**src/rtl/piece_pixel_fetch.sv**
```systemverilog
// Five-stage pixel fetch: screen pixel -> board square -> piece code -> sprite ROM
// palette index, with de/hs/vs delayed to stay aligned with the index.
module piece_pixel_fetch #(
  parameter int X0     = 80,
  parameter int Y0     = 0,
  parameter int SQ     = 60,
  parameter int ROM_AW = 16
) (
  input  logic              clk,
  input  logic              reset,
  input  logic [9:0]        draw_x,
  input  logic [9:0]        draw_y,
  input  logic              de,
  input  logic              hs,
  input  logic              vs,
  output logic [5:0]        sq_addr,
  input  logic [3:0]        sq_piece,
  output logic [ROM_AW-1:0] rom_addr,
  input  logic [3:0]        rom_data,
  output logic [3:0]        pix_index,
  output logic              pix_opaque,
  output logic              pix_board,
  output logic              pix_dark,
  output logic              de_o,
  output logic              hs_o,
  output logic              vs_o
);

  localparam int SW = $clog2(SQ);
  localparam logic [9:0]        X_LO      = 10'(X0);
  localparam logic [9:0]        Y_LO      = 10'(Y0);
  localparam logic [9:0]        SPAN      = 10'(8 * SQ);
  localparam logic [SW-1:0]     SUB_LAST  = SW'(SQ - 1);
  localparam logic [ROM_AW-1:0] SPRITE_SZ = ROM_AW'(SQ * SQ);
  localparam logic [ROM_AW-1:0] SQ_W      = ROM_AW'(SQ);

  // Offsets wrap to large values left of / above the board, so one compare per axis suffices.
  logic [9:0]    x_off_s, y_off_s;
  logic          region_s, line_start_s, in_board_s;
  logic [SW-1:0] sx_r, sy_r, sx_s, sy_s;
  logic [2:0]    file_r, rank_r, file_s, rank_s;

  assign x_off_s      = draw_x - X_LO;
  assign y_off_s      = draw_y - Y_LO;
  assign region_s     = (x_off_s < SPAN) && (y_off_s < SPAN);
  assign line_start_s = (draw_x == X_LO);
  assign in_board_s   = region_s && de;

  // Step counters: current pixel's sub/file and sub/rank derived from the previous board pixel.
  always_comb begin
    sx_s   = '0;
    file_s = '0;
    sy_s   = sy_r;
    rank_s = rank_r;
    if (line_start_s) begin
      sx_s   = '0;
      file_s = 3'd0;
    end else if (sx_r == SUB_LAST) begin
      sx_s   = '0;
      file_s = file_r + 3'd1;
    end else begin
      sx_s   = sx_r + SW'(1);
      file_s = file_r;
    end
    if (line_start_s && (draw_y == Y_LO)) begin
      sy_s   = '0;
      rank_s = 3'd0;
    end else if (line_start_s && (sy_r == SUB_LAST)) begin
      sy_s   = '0;
      rank_s = rank_r + 3'd1;
    end else if (line_start_s) begin
      sy_s   = sy_r + SW'(1);
      rank_s = rank_r;
    end else begin
      sy_s   = sy_r;
      rank_s = rank_r;
    end
  end

  // Counter state only advances on board pixels; vertical state only at the line's first one.
  always_ff @(posedge clk) begin
    if (reset) begin
      sx_r   <= '0;
      file_r <= 3'd0;
      sy_r   <= '0;
      rank_r <= 3'd0;
    end else if (region_s) begin
      sx_r   <= sx_s;
      file_r <= file_s;
      if (line_start_s) begin
        sy_r   <= sy_s;
        rank_r <= rank_s;
      end
    end
  end

  logic [SW-1:0] s1_sx, s1_sy, s2_sx, s2_sy;
  logic          s1_in, s1_dark, s2_in, s2_dark;
  logic [3:0]    s2_piece;
  logic          s3_present, s3_in, s3_dark;
  logic [3:0]    s4_data;
  logic          s4_present, s4_in, s4_dark;
  logic [4:0]    de_pipe, hs_pipe, vs_pipe;

  // Stages 1 and 2: square address and coordinates, then capture the piece code.
  always_ff @(posedge clk) begin
    if (reset) begin
      sq_addr  <= 6'd0;
      s1_sx    <= '0;
      s1_sy    <= '0;
      s1_in    <= 1'b0;
      s1_dark  <= 1'b0;
      s2_piece <= 4'd0;
      s2_sx    <= '0;
      s2_sy    <= '0;
      s2_in    <= 1'b0;
      s2_dark  <= 1'b0;
    end else begin
      sq_addr  <= in_board_s ? {rank_s, file_s} : 6'd0;
      s1_sx    <= sx_s;
      s1_sy    <= sy_s;
      s1_in    <= in_board_s;
      s1_dark  <= rank_s[0] ^ file_s[0];
      s2_piece <= sq_piece;
      s2_sx    <= s1_sx;
      s2_sy    <= s1_sy;
      s2_in    <= s1_in;
      s2_dark  <= s1_dark;
    end
  end

  logic                present_s;
  logic [3:0]          slot_s;
  logic [ROM_AW-1:0]   rom_addr_s;

  // Sprite address; empty, unused codes and off-board pixels read address 0 and carry no piece.
  always_comb begin
    slot_s    = s2_piece - 4'd1;
    present_s = s2_in && (s2_piece >= 4'd1) && (s2_piece <= 4'd12);
    if (present_s) begin
      rom_addr_s = ROM_AW'(slot_s) * SPRITE_SZ + ROM_AW'(s2_sy) * SQ_W + ROM_AW'(s2_sx);
    end else begin
      rom_addr_s = '0;
    end
  end

  // Stages 3-5: ROM address, ROM data capture, output formation; sync signals delayed alongside.
  always_ff @(posedge clk) begin
    if (reset) begin
      rom_addr   <= '0;
      s3_present <= 1'b0;
      s3_in      <= 1'b0;
      s3_dark    <= 1'b0;
      s4_data    <= 4'd0;
      s4_present <= 1'b0;
      s4_in      <= 1'b0;
      s4_dark    <= 1'b0;
      pix_index  <= 4'd0;
      pix_opaque <= 1'b0;
      pix_board  <= 1'b0;
      pix_dark   <= 1'b0;
      de_pipe    <= 5'b00000;
      hs_pipe    <= 5'b11111;
      vs_pipe    <= 5'b11111;
    end else begin
      rom_addr   <= rom_addr_s;
      s3_present <= present_s;
      s3_in      <= s2_in;
      s3_dark    <= s2_dark;
      s4_data    <= rom_data;
      s4_present <= s3_present;
      s4_in      <= s3_in;
      s4_dark    <= s3_dark;
      pix_index  <= s4_present ? s4_data : 4'd0;
      pix_opaque <= s4_present && (s4_data != 4'd0);
      pix_board  <= s4_in;
      pix_dark   <= s4_dark && s4_in;
      de_pipe    <= {de_pipe[3:0], de};
      hs_pipe    <= {hs_pipe[3:0], hs};
      vs_pipe    <= {vs_pipe[3:0], vs};
    end
  end

  assign de_o = de_pipe[4];
  assign hs_o = hs_pipe[4];
  assign vs_o = vs_pipe[4];

endmodule
```
**config.mk**
```make
export PLATFORM = sky130hd
export DESIGN_NAME = piece_pixel_fetch
export DESIGN_NICKNAME = d
export VERILOG_FILES = /design/src/rtl/piece_pixel_fetch.sv
export SDC_FILE = /design/constraint.sdc
export NUM_CORES = 1
export LEC_CHECK = 0
export BUFFER_PORTS_ARGS = -buffer_cell sky130_fd_sc_hd__clkbuf_2
export CAP_MARGIN = 20
export CORE_ASPECT_RATIO = 0.75
export CORE_MARGIN = 3
export CORE_UTILIZATION = 60
export DETAILED_ROUTE_END_ITERATION = 6
export PLACE_DENSITY_LB_ADDON = 0.08
export SYNTH_ARGS = -nofsm -noshare
export SYNTH_HDL_FRONTEND = slang
export SYNTH_SLANG_ARGS = --single-unit
export TNS_END_PERCENT = 5
```
**constraint.sdc**
```tcl
create_clock -name clk -period 10.67 [get_ports clk]
set_clock_uncertainty 0.15 [all_clocks]
set_input_delay 1.067 -clock clk [delete_from_list [all_inputs] [get_ports clk]]
set_output_delay 1.067 -clock clk [all_outputs]
set_load 0.01 [all_outputs]
```
# Yosys cells after proc, flatten, opt, wreduce, memory -nomap -nowiden
# Index checks and enable logic that the tools add are counted.
# word_totals
regBits	104
output_inout_bits	32
wordCells	73
# classes
bitwise	4
n_lt_le_gt_ge	4
addsub	8
mux	9
n_reduce_logical	14
mul	2
eq_ne	3
# op_table
operator	n
$mux 6	5
$lt 10x9->1 const B	2
$add 16x12->16	1
$add 16x6->16	1
$add 6x1->6 const B	2
$eq 6x6->1 const B	2
$mul 4x8->12 const B	1
$mux 3	4
$eq 10x7->1 const B	1
$logic_not 10->1	1
$mul 6x4->10 const B	1
$sub 10x7->10 const B	1
$logic_and 1x1->1	8
$add 3x1->3 const B	2
$reduce_or 2->1	3
$ge 4x1->1 const B	1
$le 4x4->1 const B	1
$reduce_bool 4->1	1
$sub 4x1->4 const B	1
$not 1->1	3
$reduce_and 2->1	1
$xor 1x1->1	1

# Longest topological paths before layout
# logic_depth
depth_word	6
depth_mapped	18
ltp_nobuf	18

# Worst setup path before layout
# Ideal clock, no wire load.
# synth_timing
path_kind	register to register
start	register s2_sy[3]
end	register rom_addr[15]
path_stages_with_launch	19
setup_slack_ns	6.477
required_time_ns	10.392
period_less_slack_ns	4.193
setup_time_ns	0.128
arrival_ns	3.916
path_buffers	0
path_cell_list	dfxtp_1 -> inv_1 -> fa_1 -> fa_1 -> inv_1 -> ha_1 -> a21o_1 -> a21oi_1 -> o21bai_1 -> a21oi_1 -> xnor2_1 -> ha_1 -> ha_1 -> nand2_1 -> o21bai_1 -> a41oi_1 -> nand3b_1 -> xnor2_1 -> nor2_1
# synth_via
elab_chain_cells	3
# synth_rtl
item	line_no	rtl
from (decl)	97	logic [SW-1:0] s1_sx, s1_sy, s2_sx, s2_sy;
from (signal assigned)	126	s2_sy <= s1_sy;
$mul 6x4->10	141	rom_addr_s = ROM_AW'(slot_s) * SPRITE_SZ + ROM_AW'(s2_sy) * SQ_W + ROM_AW'(s2_sx);
$add 16x12->16	141	
$add 16x6->16	141	
to (signal assigned)	166	rom_addr <= rom_addr_s;
to (decl)	18	output logic [ROM_AW-1:0] rom_addr,
# Every way passes these cells.
# A chain may end at the register's enable or synchronous reset.

# Final worst setup path
# Same ends and word-level chain as after synthesis.

==> impl_metrics.json <==
{
  "min_period_over_period_pct": 43.9,
  "startpoint_type": "flop",
  "synth.avg_cell_area_sq_um": 9.75,
  "post-cts-setup-buffer-count": 0,
  "floorplan.initialDensity_pct": 62.7,
  "cts.clk_slew.worst_paths_ns": 0.10,
  "fill_cells": 623,
  "cellInternalPower_w": 0.000532,
  "rrSetupSlack_ns": 5.99,
  "maxCapViolations": 0,
  "portBuffers": 64,
  "cts_tree": "yes",
  "synthArstFlopShare_pct": 0,
  "die_area_sq_mm": 0.00950,
  "h-tree-depth": 3,
  "r2r-end": "rom_addr[15]",
  "layout_common_cells": "104 x dfxtp_1, 64 x clkbuf_2, 51 x ha_1",
  "crit_fanout": 3,
  "numClockSinks": 104,
  "worst_pin_slew_ns": 0.925,
  "min_path_type": "flop to flop",
  "final_common_cell": "dfxtp_1",
  "synthTopCellsByArea": "dfxtp_1 42%, ha_1 13%, fa_1 6.0%",
  "crit_type": "flop to flop",
  "place_congestion": 0.820,
  "crit_start": "s2_sy[3]",
  "yosys_most_used_dff": "dfxtp_1",
  "min_path_cells": 1,
  "seqPwrFrac_pct": 54.4,
  "period_minus_slack_ns": 4.68,
  "finalSetupTns_ns": 0,
  "clock_latency_ns": 0.36,
  "grt_pass1_wl_mm": 15.8,
  "die_w_um": 112,
  "slew_headroom_pct": 38.2,
  "grt_pass1_vias": 3569,
  "regArea_sq_mm": 0.00208,
  "final_nets": 675,
  "yosysTopAreaCell": "dfxtp_1",
  "grt-ovfl-total": 0,
  "status": "complete, no violations",
  "dp_slack_ns": 6.00,
  "power_switching_w": 0.000195,
  "routed-via-count": 3624,
  "firstDrtPassIters": 4,
  "ys_ff_latch": 104,
  "core_area_sq_mm": 0.00799,
  "drc": 0,
  "vias_per_cell": 5.28,
  "whs_ns": 0.267,
  "netSwitchingFraction_pct": 26.9,
  "syn_nets": 613,
  "root_buffer": "clkbuf_8",
  "r2r_start": "s2_sy[3]",
  "wl_mm": 8.88,
  "maxSlewViolCount": 0,
  "clockPowerShare_pct": 31.4,
  "cts-resized-gates": 0,
  "cts_buffers": 9,
  "final_antenna_net_count": 0,
  "comb_power_share_pct": 14.2,
  "drt_iter0_markers": 165,
  "critPathCaptureType": "flop",
  "grt_use_total_pct": 20.3,
  "crit_arrival_ns": 4.76,
  "hp-start": "vs_pipe[0]",
  "layout-drive-gt1-share_pct": 16.9,
  "worst_slack_ns": 5.99,
  "min_to": "vs_pipe[1]",
  "multi_input_area_sq_mm": 0.00274,
  "dp_hpwl_mm": 6.72,
  "ys_types": 48,
  "synth_top_area_share_pct": 41.5,
  "placedCellCount": 669,
  "wl_per_cell_um": 12.9,
  "io_pins": 65,
  "antennaDiodeCount": 0,
  "chipHeight_um": 85.1,
  "powerDensity_mw_per_mm2": 130,
  "grt_antenna_before_repair": 0,
  "fmax_mhz": 214,
  "rsz0062_at_grt": "false",
  "grt_start_max_net_pins": 70,
  "total_leakage_power_nw": 2.49,
  "cts_buffer_depth": 2,
  "synthCells": 514,
  "rows": 28,
  "holdBufCountCts": 0,
  "peakVddDrop_mv": 0.0938,
  "finalSetupViolCount": 0,
  "hold_viol_final": 0,
  "cp.required_ns": 10.75,
  "final_cells": 686,
  "ys_seq_area_share_pct": 41.5,
  "yosys_warnings": 0,
  "synth_area_sq_mm": 0.00501,
  "area_delta_synth_final_pct": 11.7,
  "synth_edf_count": 0,
  "r2r_cells": 18
}
[layer usage]
metal / GRT usage (%) / wire length (um) / vias to the layer above
met5: 0 / 0 / -
met4: 7.29 / 108 / 0
met3: 5.63 / 379 / 8
met1: 28.0 / 4600 / 1677
met2: 30.7 / 3780 / 73
li1: - / - / 1866
[Yosys cell counts, types with 12 or more instances]
cell,count
a21oi_1,29
and2_1,12
dfxtp_1,104
fa_1,15
ha_1,51
inv_1,33
nand2_1,26
nor2_1,43
nor2b_1,38
nor3_1,13
o21ai_0,17
xnor2_1,15
xor2_1,12
[power groups by stage]
stage	logic [W]	registers, W	clock network, W
floorplan	0.0000788	0.000404	0
global placement	0.0000988	0.000404	0
detailed placement	0.000103	0.000405	0
CTS	0.000104	0.000396	0.000236
global route	0.000119	0.000396	0.000253
finish	0.000103	0.000396	0.000228
[flip-flops by register name, summed over array words and instances (netlist names), 3 cells and up]
signal and cells:
pix_index 4, s2_sy 6, rank_r 3, hs_pipe 5, vs_pipe 5, s2_piece 4
sy_r 6, file_r 3, sq_addr 6, sx_r 6, rom_addr 16, s2_sx 6
s1_sy 6, de_pipe 5, s1_sx 6, s4_data 4
[critical path, cell delays in order (launching register included)]
cell and delay (ns):
dfxtp_1 0.43, inv_1 0.15, fa_1 0.47, fa_1 0.51, inv_1 0.04, ha_1 0.32, a21o_1 0.17, a21oi_1 0.23
o21bai_1 0.09, a21oi_1 0.20, xnor2_1 0.18, ha_1 0.28, ha_1 0.34, nand2_1 0.09, o21bai_1 0.22, a41oi_1 0.22
nand3b_1 0.23, xnor2_1 0.19, nor2_1 0.05
[worst max path at each step]
stage	to	slack, ns	cells past startpoint
after CTS	rom_addr[15]	6.00	18
after floorplan	rom_addr[15]	6.48	18
final	rom_addr[15]	5.99	18
after global placement	rom_addr[15]	6.20	18
after global routing	rom_addr[15]	5.63	18
after detailed placement	rom_addr[15]	6.00	18
[kinds of logic after synthesis]
| family | Yosys count | share of synthesized area, % |
|---|---|---|
| compound gates | 83 | 10.5 |
| xor+xnor | 27 | 4.72 |
| fa+ha+maj | 66 | 18.7 |
| buf+inv | 48 | 4.02 |
| flops | 104 | 41.5 |
| mux | 4 | 0.799 |
| simple gates | 182 | 19.7 |
[stage by stage]
step,total power [W],utilization (%),cell area (sq um)
final,0.000727,70.1,5600
after floorplan,0.000483,-,5010
after global routing,0.000769,70.1,5600
after CTS,0.000736,70.0,5590
after global placement,0.000503,67.6,5400
after detailed placement,0.000508,67.6,5400
[final cells by class]
type,count,area share (%)
clock buffer,10,2.46
tap,105,2.35
clock inverter,6,0.961
multi-input combinational,362,48.9
inverter,33,2.21
sequential,104,37.2
timing repair buffer,66,5.95
Note: power is estimated with default switching activity, not from simulation.
